<file path="config.mk">
export PLATFORM = sky130hd
export DESIGN_NAME = htif_mailbox
export DESIGN_NICKNAME = d
export VERILOG_FILES = /design/src/rtl/htif_mailbox.sv
export SDC_FILE = /design/constraint.sdc
export NUM_CORES = 1
export LEC_CHECK = 0
export BUFFER_PORTS_ARGS = -buffer_cell sky130_fd_sc_hd__buf_2
export CAP_MARGIN = 20
export CORE_MARGIN = 2
export CORE_UTILIZATION = 55
export DETAILED_ROUTE_END_ITERATION = 6
export GPL_TIMING_DRIVEN = 0
export PLACE_DENSITY = 0.92
export SLEW_MARGIN = 15
export SYNTH_ARGS = -nofsm -noshare
export SYNTH_HDL_FRONTEND = slang
export SYNTH_SLANG_ARGS = --single-unit
</file>
<file path="constraint.sdc">
create_clock -name clock -period 5.46 [get_ports clock]
set_clock_uncertainty 0.15 [all_clocks]
set_input_delay 0.819 -clock clock [delete_from_list [all_inputs] [get_ports clock]]
set_output_delay 0.819 -clock clock [all_outputs]
set_load 0.005 [all_outputs]
</file>
<file path="src/rtl/htif_mailbox.sv">
// htif_mailbox: target-side tohost/fromhost mailbox with a single-outstanding core port
module htif_mailbox #(
  parameter int ADDR_W = 12,
  parameter logic [ADDR_W-1:0] TOHOST_OFF = 12'h000,
  parameter logic [ADDR_W-1:0] FROMHOST_OFF = 12'h008,
  parameter logic [ADDR_W-1:0] STATUS_OFF = 12'h010
) (
  input  logic              clock,
  input  logic              reset,
  input  logic              req_valid,
  output logic              req_ready,
  input  logic              req_write,
  input  logic [ADDR_W-1:0] req_addr,
  input  logic [63:0]       req_wdata,
  input  logic [7:0]        req_wstrb,
  output logic              resp_valid,
  input  logic              resp_ready,
  output logic [63:0]       resp_rdata,
  output logic              resp_err,
  output logic [63:0]       tohost,
  output logic              tohost_valid,
  input  logic              host_ack,
  input  logic              fromhost_wvalid,
  input  logic [63:0]       fromhost_wdata,
  output logic              fromhost_wready,
  output logic              fromhost_busy
);
  typedef enum logic {IDLE, RESP} state_t;
  state_t state_q, state_d;
  logic [63:0] tohost_q, tohost_d, fromhost_q, fromhost_d, rdata_q, rdata_d;
  logic [15:0] overrun_q, overrun_d;
  logic        err_q, err_d;
  logic [63:0] wmask, status, rd_val;
  logic        accept, hit_to, hit_from, hit_stat, dec_err, wr_to, wr_from;
  for (genvar b = 0; b < 8; b++) begin : g_mask
    assign wmask[8*b+:8] = {8{req_wstrb[b]}};
  end
  assign req_ready       = state_q == IDLE;
  assign resp_valid      = state_q == RESP;
  assign resp_rdata      = rdata_q;
  assign resp_err        = err_q;
  assign tohost          = tohost_q;
  assign tohost_valid    = tohost_q != '0;
  assign fromhost_busy   = fromhost_q != '0;
  assign accept          = req_valid && req_ready;
  assign hit_to          = req_addr == TOHOST_OFF;
  assign hit_from        = req_addr == FROMHOST_OFF;
  assign hit_stat        = req_addr == STATUS_OFF;
  assign dec_err         = req_addr[2:0] != 3'd0 || !(hit_to || hit_from || hit_stat) || (req_write && hit_stat);
  assign wr_to           = accept && req_write && hit_to && !dec_err;
  assign wr_from         = accept && req_write && hit_from && !dec_err;
  assign fromhost_wready = !fromhost_busy && !wr_from;
  assign status          = {46'd0, fromhost_busy, tohost_valid, overrun_q};
  assign rd_val          = hit_to ? tohost_q : hit_from ? fromhost_q : status;
  // Request/response handshake: capture the response at accept, hold it until taken
  always_comb begin
    state_d = state_q;
    rdata_d = rdata_q;
    err_d   = err_q;
    if (accept) begin
      state_d = RESP;
      err_d   = dec_err;
      rdata_d = (dec_err || req_write) ? 64'd0 : rd_val;
    end else if (resp_valid && resp_ready) begin
      state_d = IDLE;
    end
  end
  // Mailbox registers: core writes win over host ack / host write in the same cycle
  always_comb begin
    tohost_d   = wr_to ? (tohost_q & ~wmask) | (req_wdata & wmask) : host_ack ? 64'd0 : tohost_q;
    overrun_d  = (wr_to && tohost_valid && overrun_q != 16'hFFFF) ? overrun_q + 16'd1 : overrun_q;
    fromhost_d = wr_from ? (fromhost_q & ~wmask) | (req_wdata & wmask) :
                 (fromhost_wvalid && fromhost_wready) ? fromhost_wdata : fromhost_q;
  end
  // State and register update with synchronous active-low reset
  always_ff @(posedge clock) begin
    if (!reset) begin
      state_q    <= IDLE;
      rdata_q    <= '0;
      err_q      <= 1'b0;
      tohost_q   <= '0;
      fromhost_q <= '0;
      overrun_q  <= '0;
    end else begin
      state_q    <= state_d;
      rdata_q    <= rdata_d;
      err_q      <= err_d;
      tohost_q   <= tohost_d;
      fromhost_q <= fromhost_d;
      overrun_q  <= overrun_d;
    end
  end
endmodule

</file>
Word level (Yosys, flattened, before mapping)
Index checks and enable logic that the tools add are counted.
W data, S select, Z words.
{ "totals": {"reg_bits": 210, "wordCells": 54} }
{ "op_classes": {"n_addsub": 1, "eq_ne": 3, "muxes": 9, "n_bitwise": 7, "n_reduce_logical": 28} }
{ "ops": {"columns": ["op", "n"], "rows": [
  ["$mux W64", 7],
  ["$and A64 B64 Y64", 3],
  ["$or A64 B64 Y64", 2],
  ["$reduce_bool A64 Y1", 2],
  ["$not A64 Y64", 1],
  ["$add A16 B1 Y16 const B", 1],
  ["$ne A16 B16 Y1 const B", 1],
  ["$eq A12 B4 Y1 const B", 1],
  ["$eq A12 B5 Y1 const B", 1],
  ["$logic_and A1 B1 Y1", 12],
  ["$logic_not A12 Y1", 1],
  ["$reduce_bool A2 Y1", 3],
  ["$logic_or A1 B1 Y1", 5],
  ["$logic_not A1 Y1", 4],
  ["$reduce_bool A3 Y1", 1],
  ["$mux W1", 2],
  ["$not A1 Y1", 1]
]} }

Longest topological paths before layout
Gate-level depths: netlist of run 1.
{ "logic_depth": {"depth_word": 13, "depth_mapped": 9, "depth_no_buf": 6} }

Worst setup path before layout of run 1
OpenSTA, ideal clock, no wires.
{ "synth_timing": {"kind": "in2out", "startpoint": "in req_addr[1]", "endpoint": "out fromhost_wready", "arrival_time_ps": 2309, "required_time_ps": 4491, "setup_slack_ps": 2182, "cell_stages": 7, "n_path_buf": 3, "path_cell_list": "nor4_1 > nand3_1 > nor4b_4 > buf_4 > buf_6 > buf_2 > nor2_1"} }
{ "synth_between": {"elab_chain_len": 10, "word_cells_on_any_way": 15, "cone_classes": "eq/ne: 2; reduce/logical: 13"} }
{ "synth_rtl": {"columns": ["item", "line", "text"], "rows": [
  ["from (decl)", "13", "input logic [ADDR_W-1:0] req_addr,"],
  ["$eq A12 B4 Y1 / $logic_not A12 Y1 (equally long branches)", "47, 46", null],
  ["$logic_or A1 B1 Y1 (2 in series)", "49", "assign dec_err = req_addr[2:0] != 3'd0 || !(hit_to || hit_from || hit_stat) || (req_write && hit_stat);"],
  ["$logic_not A1 Y1", "49", null],
  ["$logic_or A1 B1 Y1 (2 in series)", "49", null],
  ["$logic_not A1 Y1", "51", "assign wr_from = accept && req_write && hit_from && !dec_err;"],
  ["$logic_and A1 B1 Y1 (*)", "51", null],
  ["$logic_not A1 Y1 (*)", "52", "assign fromhost_wready = !fromhost_busy && !wr_from;"],
  ["$logic_and A1 B1 Y1 (*)", "52", null],
  ["to (decl)", "25", "output logic fromhost_wready,"]
]} }
Every way passes the cells marked *; elsewhere a longest branch is shown, timed or not.

Final worst setup path of run 1
{ "layout_timing": {"startpoint": "in req_addr[7]", "endpoint": "out fromhost_wready"} }
The elaborated chain is that of the path after synthesis.

==> results of run 1 <==
## report_power, final
group	total (uW)	internal (uW)	leakage (uW)	switching, uW
clock	1510	854	0.000348	652
combinational	1170	516	0.00344	652
sequential	1820	1690	0.00169	133
## cell usage in the layout, fill, tap and decap left out, types with 3 or more instances in the layout
cell type and count:
a22oi_1 110, nand2b_1 8, clkbuf_16 22, nand4_1 12
a31o_2 3, and4_1 3, mux2_2 46, o21ai_0 37
nor2_1 126, nand2_1 181, o21ai_1 8, a21oi_1 12
nor4_1 36, dfxtp_1 210, buf_2 302, clkinv_2 8
o221a_2 61, a21o_2 8, and3_1 15, clkbuf_1 60
buf_1 10, clkinvlp_4 4, inv_1 4, nand3_1 68
xnor2_1 3, mux2i_1 25
## final cells by class
cell class	count	area (um^2)	area share [%]
Antenna cell	1	2.50	0.0209
Tap cell	225	282	2.35
Multi-Input combinational cell	794	4960	41.4
Clock buffer	25	572	4.78
Buffer	85	349	2.92
Timing Repair Buffer	287	1440	12.0
Sequential cell	210	4200	35.1
Clock inverter	15	146	1.22
Inverter	4	15.0	0.125
## worst max path at each step
stage | startpoint | to
global route | req_addr[7] | fromhost_wready
finish | req_addr[7] | fromhost_wready
detailed placement | req_addr[7] | fromhost_wready
CTS | tohost[25] | tohost_valid
floorplan | req_addr[1] | fromhost_wready
global placement | req_addr[7] | fromhost_wready
## cell families (layout without fill, tap and decap cells)
kind of cell	Yosys count	count (layout)
AO/OA/AOI/OAI	251	251
XOR/XNOR	3	3
adder cells (fa/ha/maj)	1	1
buffers and inverters	89	416
flip-flops	210	210
multiplexers	71	71
other	0	1
AND/OR/NAND/NOR	468	468
## worst max-delay path, stage by stage
cell and delay (ns):
buf_2 0.09, nor4_1 0.35, nand3_1 0.35, nor4b_4 0.47, buf_4 0.28, buf_6 0.22
buf_2 0.26, nor2_1 0.08, buf_2 0.13
## through the flow
stage | cells | utilization [%] | total power (uW) | hold slack, ns | setup WS [ns]
floorplan | 1093 | - | 2580 | 0.298 | 2.18
global placement | 1605 | 65.6 | 2950 | 0.281 | 1.51
detailed placement | 1605 | 65.7 | 2980 | 0.292 | 1.48
CTS | 1645 | 69.9 | 4450 | 0.307 | 1.41
global route | 1646 | 69.9 | 4620 | 0.324 | 1.36
finish | 1646 | 69.9 | 4490 | 0.303 | 1.42
## per-layer routing
| layer | track usage [%] | routed length, um | vias up |
|---|---|---|---|
| met5 | 0 | 0 | - |
| met3 | 6.55 | 3920 | 174 |
| li1 | - | - | 4657 |
| met2 | 58.3 | 15900 | 837 |
| met1 | 47.8 | 13400 | 4932 |
| met4 | 19.8 | 1930 | 0 |
==> flow_summary.toml, run 1 <==
[outcome]
status = "completed"

[hold_path]
holdPathEnd = "resp_rdata[5]"
min_from = "resp_rdata[5]"
hp-class = "flop to flop"
hold-path-cell-count = 2

[sta]
relSlewSlack_pct = 32.9
tns_ns = 0
finalMaxSlewViolations = 0
period_needed_ns = 4.04
finalHoldViolations = 0
setup_violations = 0
finalCritPeriodShare_pct = 73.9
tightest_slew_ns = 0.999
fmax_ghz = 0.248
rsz0062_at_grt = "no"

[worst_setup_path]
crit_fanout = 10
crit_required_ns = 4.49
rrSetupSlack_ns = 2.24
end_kind = "output port"
worstSetupPathType = "primary input to output port"
reg2reg_depth = 7
cp.arrival_ns = 3.07
startpoint_type = "primary input"

[floorplanning]
initial_core_util_pct = 55.6
die_h_um = 136
pin_count = 289
fp.coreArea_um2 = 17100
die_area_um2 = 18400
std_cell_rows = 48
die_x_um = 136

[placement]
gp_congestion = 0.957
dp_hpwl_um = 25400
dpl-instance-area_um2 = 11200
io_buffers = 287

[cts]
cts_max_level = 1
path_clk_slew_ns = 0.06
clkSinkCount = 210
post-cts-setup-buffers = 0
clock_tree.buffer_depth = 3
root_buffer = "clkbuf_16"
cts_resized = 0
postCtsHoldBufs = 0
cts_buffers = 22
clk_latency_ns = 0.51
cts_tree = "built"

[yosys]
ys.flop_type = "dfxtp_1"
async_reset_ff_share_pct = 0
synthesis.area_um2 = 9510
synth.avg_cell_area_um2 = 8.70
synth_fa_ha_area_share_pct = 0.132
synth_cell_types = 49
synthXorXnorAreaFrac_pct = 0.276
synth_enable_flop_cells = 0
synth_common_cells = "210 x dfxtp_1, 181 x nand2_1, 126 x nor2_1"
ys_seq_area_share_pct = 44.2
yosys-top-cells-area = "dfxtp_1 44%, a22oi_1 8.7%, o221a_2 7.2%"
mappedNetlistNets = 1249
yosysTopAreaCell = "dfxtp_1"
ys_warn_count = 0
synth_top_family_by_area = "simple AND/OR/NAND/NOR gates"
yosysMostFrequentCell = "dfxtp_1"
synthMuxAreaShare_pct = 8.08
ys_seq_elements = 210
synth-compound-area-share_pct = 21.0
synthCells = 1093
synth_top_area_share_pct = 44.2
synth_simple_gate_area_share_pct = 22.5

[layout]
fin_area_um2 = 12000
final_nets = 1560
area_growth_pct = 25.8
layout-drive-gt1-share_pct = 33.0
nFillCells = 1350

[drt]
first_pass_iters = 5
post-route-drc-count = 0
drt-initial-drc-count = 1514
antenna_left = 0
vias = 10600
via_per_inst = 6.44
routed_wl_um = 35200
wl_per_cell_um = 21.4

[global_route]
grt_pass1_vias = 10000
grt_pass1_wl_um = 53100
grt_antenna_before_repair = 1
grt_max_degree = 15
track_usage_pct = 36.8
grt_overflow = 0

[run]
drv_cap = 0

[power]
power.density_nw_per_um2 = 375
vdd_ir_drop_max_uv = 252
total_leakage_power_uw = 0.00548
(Power assumes the default switching activity.)
==> inputs of run 2 (changes only) <==
- ABC_AREA: unset -> 1
- CORE_UTILIZATION: 55 -> 54
- PLACE_DENSITY: 0.92 -> 0.88
- clock period: 5.46 -> 4.07 ns (I/O delays scaled with it)
==> run 2 against run 1 <==
- sequential share of layout area down 4.3 points
- sequential power grew 19%
- setup slack got worse by 0.45 ns
- utilization fell by 2.5 points
- non-clock buffer count rose by 22
- first-iteration DRC count down 33%
- clock power grew 39%
- critical path depth is 1 lower
- combinational power shrank 41%
- final area increased by 14%
- hold slack got worse by 0.054 ns
- highest routed layer unchanged
==> flow_summary.toml, run 2 <==
[global_route]
grt_overflow = 0
grt_pass1_vias = 11600
grt_pass1_wl_um = 58600
grt_max_degree = 14
grt_antenna_before_repair = 2
track_usage_pct = 33.2

[worst_setup_path]
reg2reg_from = "resp_valid"
crit_fanout = 10
cp.arrival_ns = 2.34
slowest_delay_ns = 0.37
path_cells = "nor2_1 > nand2_1 > nor2_1 > nand2_1 > nor2_1 > nand2_1 > clkbuf_1 > buf_2"
reg2reg_depth = 10
startpoint_type = "flop"
rrSetupSlack_ns = 1.52
end_kind = "output port"
critPathSlowestCell = "clkbuf_1"
cp-endpoint = "tohost_valid"
cp-startpoint = "tohost[4]"
worstSetupPathType = "flop to output port"
crit_required_ns = 3.31
rr_endpoint = "tohost[61]"

[floorplanning]
fp.coreArea_um2 = 20200
std_cell_rows = 52
die_area_um2 = 21800
initial_core_util_pct = 55.1
die_h_um = 148
die_x_um = 148
pin_count = 289

[sta]
rsz0062_at_grt = "no"
finalCritPeriodShare_pct = 76.1
finalMaxSlewViolations = 0
fmax_ghz = 0.323
whs_ns = 0.249
relSlewSlack_pct = 42.0
finalHoldViolations = 0
tightest_slew_ns = 0.870
setup_ws_ns = 0.973
tns_ns = 0
period_needed_ns = 3.10
setup_violations = 0

[layout]
final_common_cell = "nand2_1"
final_nets = 2214
layout-drive-gt1-share_pct = 19.4
final_cell_mix = "735 x nand2_1, 332 x buf_2, 210 x dfxtp_1"
area_growth_pct = 22.4

[yosys]
mappedNetlistNets = 1911
async_reset_ff_share_pct = 0
ys_seq_elements = 210
ys.flop_type = "dfxtp_1"
synth_cell_types = 29
synthCells = 1755
yosys-top-cells-area = "dfxtp_1 38%, nand2_1 25%, a21oi_1 9.3%"
ys_seq_area_share_pct = 37.7
synthesis.area_um2 = 11100
yosysMostFrequentCell = "nand2_1"
ys_warn_count = 0
synth_common_cells = "735 x nand2_1, 210 x dfxtp_1, 208 x a21oi_1"
synth_enable_flop_cells = 0
yosysTopAreaCell = "dfxtp_1"
synth.avg_cell_area_um2 = 6.35
synth_top_area_share_pct = 37.7

[drt]
top_layer = "met4"
wl_per_cell_um = 16.1
dr_wl_met2_um = 17200
via_per_inst = 5.43
wl_met1_um = 15600
routed_wl_um = 37700
antenna_left = 0
vias = 12700
dr_wl_met3_um = 3360
post-route-drc-count = 0
drt-initial-drc-count = 1009
first_pass_iters = 6

[cts]
clkSinkCount = 210
cts_tree = "built"
cts_max_level = 1
post-cts-setup-buffers = 0
cts_resized = 0
root_buffer = "clkbuf_16"
cts_buffers = 22
postCtsHoldBufs = 0
path_clk_slew_ns = 0.06
clk_latency_ns = 0.51
clock_tree.buffer_depth = 3

[placement]
place_ws_ns = 1.09
dp_hpwl_um = 28100
gp_congestion = 0.949
io_buffers = 279

[outcome]
status = "completed"

[power]
vdd_ir_drop_max_uv = 273
total_leakage_power_uw = 0.00674
power.density_nw_per_um2 = 363
power.total_uw = 4950

[hold_path]
hp-class = "primary input to flop"

[run]
drv_cap = 0
-- run 2: cell types whose count changed after synthesis, moves of 35 or more --
cell	delta
nand3_1	-35
nor4_1	-37
nor2_1	+43
nand3b_1	+65
nand2_1	+554
a22oi_1	-110
mux2_2	-46
buf_2	+38
a21oi_1	+196
o221a_2	-61
inv_1	+93
-- run 2: area by class of cell --
| type | instances | area, um^2 |
|---|---|---|
| Antenna cell | 2 | 5.00 |
| Buffer | 115 | 577 |
| Clock buffer | 32 | 669 |
| Clock inverter | 6 | 82.6 |
| Fill cell | 1792 | 6600 |
| Inverter | 103 | 387 |
| Multi-Input combinational cell | 1327 | 5980 |
| Sequential cell | 210 | 4200 |
| Tap cell | 270 | 338 |
| Timing Repair Buffer | 279 | 1400 |
-- run 2: metal layers --
| layer | vias to the layer above | global-route usage (%) |
|---|---|---|
| met2 | 665 | 55.2 |
| met5 | - | 0 |
| met3 | 115 | 4.01 |
| met1 | 5771 | 43.8 |
| met4 | 0 | 13.7 |
| li1 | 6167 | - |
-- run 2: worst min path at each step --
stage	start	endpoint	slack, ns	cells after the start
floorplan	overrun_q[12]	overrun_q[12]	0.31	2
global placement	resp_rdata[53]	resp_rdata[53]	0.30	2
detailed placement	resp_rdata[17]	resp_rdata[17]	0.30	2
CTS	req_wdata[62]	tohost[62]	0.24	3
global route	req_wdata[59]	tohost[59]	0.26	3
finish	req_wdata[59]	tohost[59]	0.25	3
-- run 2: cell families after synthesis --
family,count (synthesis),synth area share (%)
simple gates,1046,39.0
buf+inv,218,8.65
fa+ha+maj,1,0.112
xor+xnor,14,1.10
compound gates,266,13.4
flops,210,37.7
-- run 2: stage by stage --
step / util [%] / instance area (um^2) / instances
floorplan: - / 11100 / 1755
global placement: 63.6 / 12900 / 2304
detailed placement: 63.6 / 12900 / 2304
CTS: 67.4 / 13600 / 2342
global route: 67.4 / 13600 / 2344
finish: 67.4 / 13600 / 2344
-- run 2: critical path: cells and delay by family, from the launching register on --
kind | cells | cell delay (ns)
flops | 1 | 0.35
buf+inv | 2 | 0.60
simple gates | 6 | 0.88
-- run 2: power by group --
part | total (uW) | switching (uW) | internal [uW]
clock | 2100 | 842 | 1260
sequential | 2160 | 44.0 | 2110
combinational | 693 | 429 | 264
